File: src/rtl/ps2_direction_rx.sv
// PS/2 keyboard receiver with scan-code to direction decoding.
// Conditions the asynchronous PS/2 pins, frames 11-bit PS/2 words and
// turns WASD / extended arrow make-codes into the snake move encoding
// (right=0, up=1, left=2, down=3).
module ps2_direction_rx #(
    parameter int FILTER_LEN     = 8,
    parameter int TIMEOUT_CYCLES = 50_000
) (
    input  logic       mclk,
    input  logic       reset,
    input  logic       ps2c,
    input  logic       ps2d,
    output logic [7:0] scan_code,
    output logic       scan_valid,
    output logic       frame_error,
    output logic [1:0] move,
    output logic       move_valid
);

    localparam int TW = $clog2(TIMEOUT_CYCLES + 1);

    localparam logic [1:0] ST_IDLE   = 2'd0;
    localparam logic [1:0] ST_DATA   = 2'd1;
    localparam logic [1:0] ST_PARITY = 2'd2;
    localparam logic [1:0] ST_STOP   = 2'd3;

    logic                  c_meta, c_sync;
    logic                  d_meta, d_sync;
    logic [FILTER_LEN-1:0] filt;
    logic [FILTER_LEN-1:0] filt_next;
    logic                  fclk;
    logic                  sample;
    logic                  timeout;
    logic [1:0]            state;
    logic [2:0]            bit_cnt;
    logic [7:0]            shreg;
    logic                  par_bit;
    logic [TW-1:0]         tcnt;
    logic                  ext, brk;
    logic                  map_hit;
    logic [1:0]            map_dir;

    // The filter sees this cycle's synchronized sample so that fclk changes
    // exactly FILTER_LEN cycles after the synchronized level settles.
    assign filt_next = {filt[FILTER_LEN-2:0], c_sync};
    assign sample    = fclk && (filt_next == '0);
    assign timeout   = (state != ST_IDLE) && (tcnt == TW'(TIMEOUT_CYCLES - 1));

    // Two-stage synchronizers for both pins; idle level of the bus is high.
    // NOTE: every clocked block uses non-blocking (<=) assignments so that all
    // registers update together from the values present before the edge.
    always_ff @(posedge mclk or posedge reset) begin
        if (reset) begin
            c_meta <= 1'b1;
            c_sync <= 1'b1;
            d_meta <= 1'b1;
            d_sync <= 1'b1;
        end else begin
            c_meta <= ps2c;
            c_sync <= c_meta;
            d_meta <= ps2d;
            d_sync <= d_meta;
        end
    end

    // Glitch filter: fclk only follows ps2c after FILTER_LEN equal samples.
    always_ff @(posedge mclk or posedge reset) begin
        if (reset) begin
            filt <= '1;
            fclk <= 1'b1;
        end else begin
            filt <= filt_next;
            if (filt_next == '1)
                fclk <= 1'b1;
            else if (filt_next == '0)
                fclk <= 1'b0;
        end
    end

    // Idle-time counter since the last sample event while inside a frame.
    always_ff @(posedge mclk or posedge reset) begin
        if (reset)
            tcnt <= '0;
        else if (state == ST_IDLE || sample || timeout)
            tcnt <= '0;
        else
            tcnt <= tcnt + TW'(1);
    end

    // Frame FSM: start, 8 data bits LSB first, odd parity, stop.
    always_ff @(posedge mclk or posedge reset) begin
        if (reset) begin
            state       <= ST_IDLE;
            bit_cnt     <= 3'd0;
            shreg       <= 8'h00;
            par_bit     <= 1'b0;
            scan_code   <= 8'h00;
            scan_valid  <= 1'b0;
            frame_error <= 1'b0;
        end else begin
            scan_valid  <= 1'b0;
            frame_error <= 1'b0;
            if (timeout) begin
                // A stalled frame is dropped; a coincident sample is ignored.
                state       <= ST_IDLE;
                frame_error <= 1'b1;
            end else if (sample) begin
                case (state)
                    ST_IDLE: begin
                        if (!d_sync) begin
                            state   <= ST_DATA;
                            bit_cnt <= 3'd0;
                        end
                    end
                    ST_DATA: begin
                        shreg   <= {d_sync, shreg[7:1]};
                        bit_cnt <= bit_cnt + 3'd1;
                        if (bit_cnt == 3'd7)
                            state <= ST_PARITY;
                    end
                    ST_PARITY: begin
                        par_bit <= d_sync;
                        state   <= ST_STOP;
                    end
                    default: begin
                        if (d_sync && (^{shreg, par_bit})) begin
                            scan_code  <= shreg;
                            scan_valid <= 1'b1;
                        end else begin
                            frame_error <= 1'b1;
                        end
                        state <= ST_IDLE;
                    end
                endcase
            end
        end
    end

    // Direction lookup for the most recent byte under the current prefix.
    // NOTE: outputs of a combinational block get a default first, so no path
    // leaves them unassigned and no latch is inferred.
    always_comb begin
        map_hit = 1'b0;
        map_dir = 2'd0;
        if (ext) begin
            case (scan_code)
                8'h74: begin map_hit = 1'b1; map_dir = 2'd0; end
                8'h75: begin map_hit = 1'b1; map_dir = 2'd1; end
                8'h6B: begin map_hit = 1'b1; map_dir = 2'd2; end
                8'h72: begin map_hit = 1'b1; map_dir = 2'd3; end
                default: ;
            endcase
        end else begin
            case (scan_code)
                8'h23: begin map_hit = 1'b1; map_dir = 2'd0; end
                8'h1D: begin map_hit = 1'b1; map_dir = 2'd1; end
                8'h1C: begin map_hit = 1'b1; map_dir = 2'd2; end
                8'h1B: begin map_hit = 1'b1; map_dir = 2'd3; end
                default: ;
            endcase
        end
    end

    // Prefix tracking (E0 extended, F0 break) and direction output.
    always_ff @(posedge mclk or posedge reset) begin
        if (reset) begin
            ext        <= 1'b0;
            brk        <= 1'b0;
            move       <= 2'd0;
            move_valid <= 1'b0;
        end else begin
            move_valid <= 1'b0;
            if (frame_error) begin
                ext <= 1'b0;
                brk <= 1'b0;
            end else if (scan_valid) begin
                if (scan_code == 8'hE0) begin
                    ext <= 1'b1;
                end else if (scan_code == 8'hF0) begin
                    brk <= 1'b1;
                end else begin
                    if (!brk && map_hit) begin
                        move       <= map_dir;
                        move_valid <= 1'b1;
                    end
                    ext <= 1'b0;
                    brk <= 1'b0;
                end
            end
        end
    end

endmodule
File: config.mk
export PLATFORM = sky130hd
export DESIGN_NAME = ps2_direction_rx
export DESIGN_NICKNAME = d
export VERILOG_FILES = /design/src/rtl/ps2_direction_rx.sv
export SDC_FILE = /design/constraint.sdc
export NUM_CORES = 1
export LEC_CHECK = 0
export ABC_CLOCK_PERIOD_IN_PS = 2500
export CORE_MARGIN = 2
export CORE_UTILIZATION = 40
export DETAILED_ROUTE_END_ITERATION = 12
export PLACE_DENSITY = 0.57
export SLEW_MARGIN = 10
export SYNTH_ARGS = -nofsm -noshare
export SYNTH_HDL_FRONTEND = slang
export SYNTH_SLANG_ARGS = --single-unit
File: constraint.sdc
create_clock -name mclk -period 2.5 [get_ports mclk]
set_input_delay 0.375 -clock mclk [delete_from_list [all_inputs] [get_ports mclk]]
set_output_delay 0.375 -clock mclk [all_outputs]
set_load 0.005 [all_outputs]
==> impl_metrics.toml <==
[die]
row_count = 29
fp.dieW_um = 86.26
initial_core_util_pct = 41.90
core_area_um2 = 6459
io_pins = 17
dieArea_um2 = 7440
die_h_um = 86.26

[drt]
vias = 1884
finalWirelength_um = 4955
first_pass_iters = 4
ant_nets = 0
drt-initial-drc-count = 102
drcViolationCount = 0
routed_via_density = 5.307
wl_per_cell_um = 13.96

[clock_tree]
cts_tree = "done"
cts.sinks = 57
htree_levels = 3
clk_pin_slew_ps = 60
holdBufCountCts = 0
clock-root-buffer = "clkbuf_8"
cts_buffers = 9
cts.repair.resized = 0
clk_latency_ps = 330
cts_setup_buffers = 0
cts.path.max_buffers = 2

[grt]
gr-usage-met2_pct = 24.31
gr-max-usage-layer = "met2"
met3_usage_pct = 4.571
track_usage_pct = 15.54
met1_usage_pct = 19.78
grt_max_degree = 26
grt_pass1_wl_um = 8866
antenna_found_initial = 0
overflow = 0
grt_pass1_vias = 1885

[worst_hold_path]
hold_class = "reg2reg"
hold_start = "d_meta"
hold_depth = 0
min_to = "d_sync"

[place]
pre_cts_ws_ps = 271.2
portBuffers = 16
place_congestion = 0.8845
hpwl_um = 3518

[sta]
relSlewSlack_pct = 61.38
drv_slew = 0
finalSetupTns_ps = 0
timing.fmax_mhz = 445.3
rsz0062_at_grt = "no"
finalSetupViolations = 0
fin_crit_sh_pct = 89.83
finalHoldViolations = 0
tightest_slew_ps = 574.0
worst_slack_ps = 254.3
clock_skew_ps = 7.745
period_needed_ps = 2246

[cells_and_area]
antennaDiodeCount = 0
layout-area-overhead-vs-synth_pct = 19.28
nets = 284
layout-drive-gt1-share_pct = 21.94

[power_and_ir_drop]
leakage_nw = 1.369
power.density_nw_per_um2 = 606.9
ir_drop_mv = 0.3424

[synthesis]
yosys.area.top_type = "dfrtp_1"
yosys-top-cells-area = "dfrtp_1, dfstp_2, mux2_2"
avgSynthCellArea_um2 = 11.09
ys_types = 49
synth_edf_count = 0
synth_area_um2 = 2706
ys_seq_area_share_pct = 53.26
async_reset_ff_share_pct = 100.0
synth_top_area_share_pct = 41.61
syn-num-nets = 255
synthFlopType = "dfrtp_1"
syn_inst = 244
synth-seq-cells = 57
yosys_warnings = 0

[setup_path]
path_class = "reg2reg"
crit_arrival_ps = 2460
regToRegSetupSlack_ps = 250
crit_fanout = 9
worst_setup_path_start_kind = "flop"
end_kind = "flop"
r2r_cells = 6
required_ps = 2710
rr_endpoint = "shreg[2]"
r2r-start = "state[0]"

[outcome]
outcome = "finished, final reports clean"

[job]
drv_cap = 0
## stage by stage
step	hold WS (ps)	total power [mW]	utilization (%)	instance area, um2	cells
2_1_floorplan	345.2	0.9865	-	2706	244
3_3_place_gp	346.3	1.006	46.44	2999	339
3_5_place_dp	350.9	1.007	46.44	2999	339
4_1_cts	360.2	1.990	49.98	3228	355
5_1_grt	358.5	2.033	49.98	3228	355
6_report	358.7	1.959	49.98	3228	355
## how the worst max path moves through the flow
stage          slack [ps]            to  startpoint
2_1_floorplan         370  scan_code[0]    state[0]
3_3_place_gp          330      shreg[5]    state[0]
3_5_place_dp          270      shreg[2]    state[0]
4_1_cts               260      shreg[2]    state[0]
5_1_grt               100      shreg[2]    state[0]
6_report              250      shreg[2]    state[0]
## critical path, stage by stage, from the launching register on
cell	delay [ps]
dfrtp_1	390
inv_1	80
ha_1	210
or4_1	430
nor3_2	240
a211o_1	400
mux2_2	380
## state kept, by name, indices dropped and copies added, names as in the netlist
register,cells
tcnt,16
scan_code,8
shreg,8
filt,7
bit_cnt,3
move,2
state,2
brk,1
c_meta,1
c_sync,1
d_meta,1
d_sync,1
ext,1
fclk,1
frame_error,1
move_valid,1
par_bit,1
scan_valid,1
## cell families (layout without fill, tap and decap cells)
kind of cell | Yosys count | in the layout | share of synthesized area [%]
AOI/OAI and AO/OA | 28 | 28 | 7.213
DFF | 57 | 57 | 53.26
and+or+nand+nor | 96 | 96 | 18.63
buffers and inverters | 17 | 51 | 2.727
muxes | 18 | 18 | 7.628
adders and majority gates | 7 | 7 | 3.236
xor gates and xnor gates | 21 | 21 | 7.305
## placed cells by master, fill, tap and decap left out, drive strengths merged, types with 2 or more instances in the layout
master | synthesis | final
bufinv | 0 | 2
a21oi | 6 | 6
or4b | 3 | 3
nand2b | 4 | 4
clkinv | 0 | 2
dfstp | 12 | 12
nand2 | 17 | 17
and3 | 3 | 3
buf | 4 | 7
a31oi | 3 | 3
nor2b | 2 | 2
nand4 | 5 | 5
xor2 | 8 | 8
ha | 7 | 7
nand3b | 3 | 3
inv | 12 | 12
o2bb2ai | 2 | 2
dfrtp | 45 | 45
nor2 | 30 | 30
xnor2 | 12 | 12
or3 | 2 | 2
nand4b | 2 | 2
mux2 | 18 | 18
clkbuf | 1 | 11
o221ai | 2 | 2
clkdlybuf4s50 | 0 | 16
nor3 | 8 | 8
nor4 | 3 | 3
nand3 | 9 | 9
o21ai | 6 | 6
## cells in the mapped netlist (2+ instances only)
| library cell | instances |
|---|---|
| dfrtp_1 | 45 |
| nor2_1 | 30 |
| mux2_2 | 17 |
| nand2_1 | 17 |
| dfstp_2 | 12 |
| inv_1 | 12 |
| xnor2_1 | 12 |
| nand3_1 | 8 |
| xor2_1 | 8 |
| ha_1 | 7 |
| nor3_1 | 7 |
| o21ai_0 | 6 |
| a21oi_1 | 5 |
| nand4_1 | 5 |
| nand2b_1 | 4 |
| a31oi_1 | 3 |
| and3_1 | 3 |
| nor4_1 | 3 |
| buf_2 | 2 |
| buf_4 | 2 |
| nand3b_1 | 2 |
| nand4b_1 | 2 |
| nor2b_1 | 2 |
| o221ai_1 | 2 |
| o2bb2ai_1 | 2 |
| or3_1 | 2 |
| or4b_1 | 2 |
## power breakdown
part | switching [mW] | internal [mW]
clock | 0.359 | 0.611
combinational | 0.0242 | 0.0126
sequential | 0.00959 | 0.943
## per-layer routing
layer,wire length (um),vias to the layer above
li1,-,924
met1,2354,914
met2,2296,35
met3,199,11
met4,104,0
met5,0,-
## layout make-up
class	count	area (um2)
Fill cell	595	3231
Sequential cell	57	1441
Multi-Input combinational cell	170	1191
Timing Repair Buffer	23	225.2
Clock buffer	11	151.4
Tap cell	77	96.34
Clock inverter	5	77.57
Inverter	12	45.04
Power figures use the tool's default switching activity.
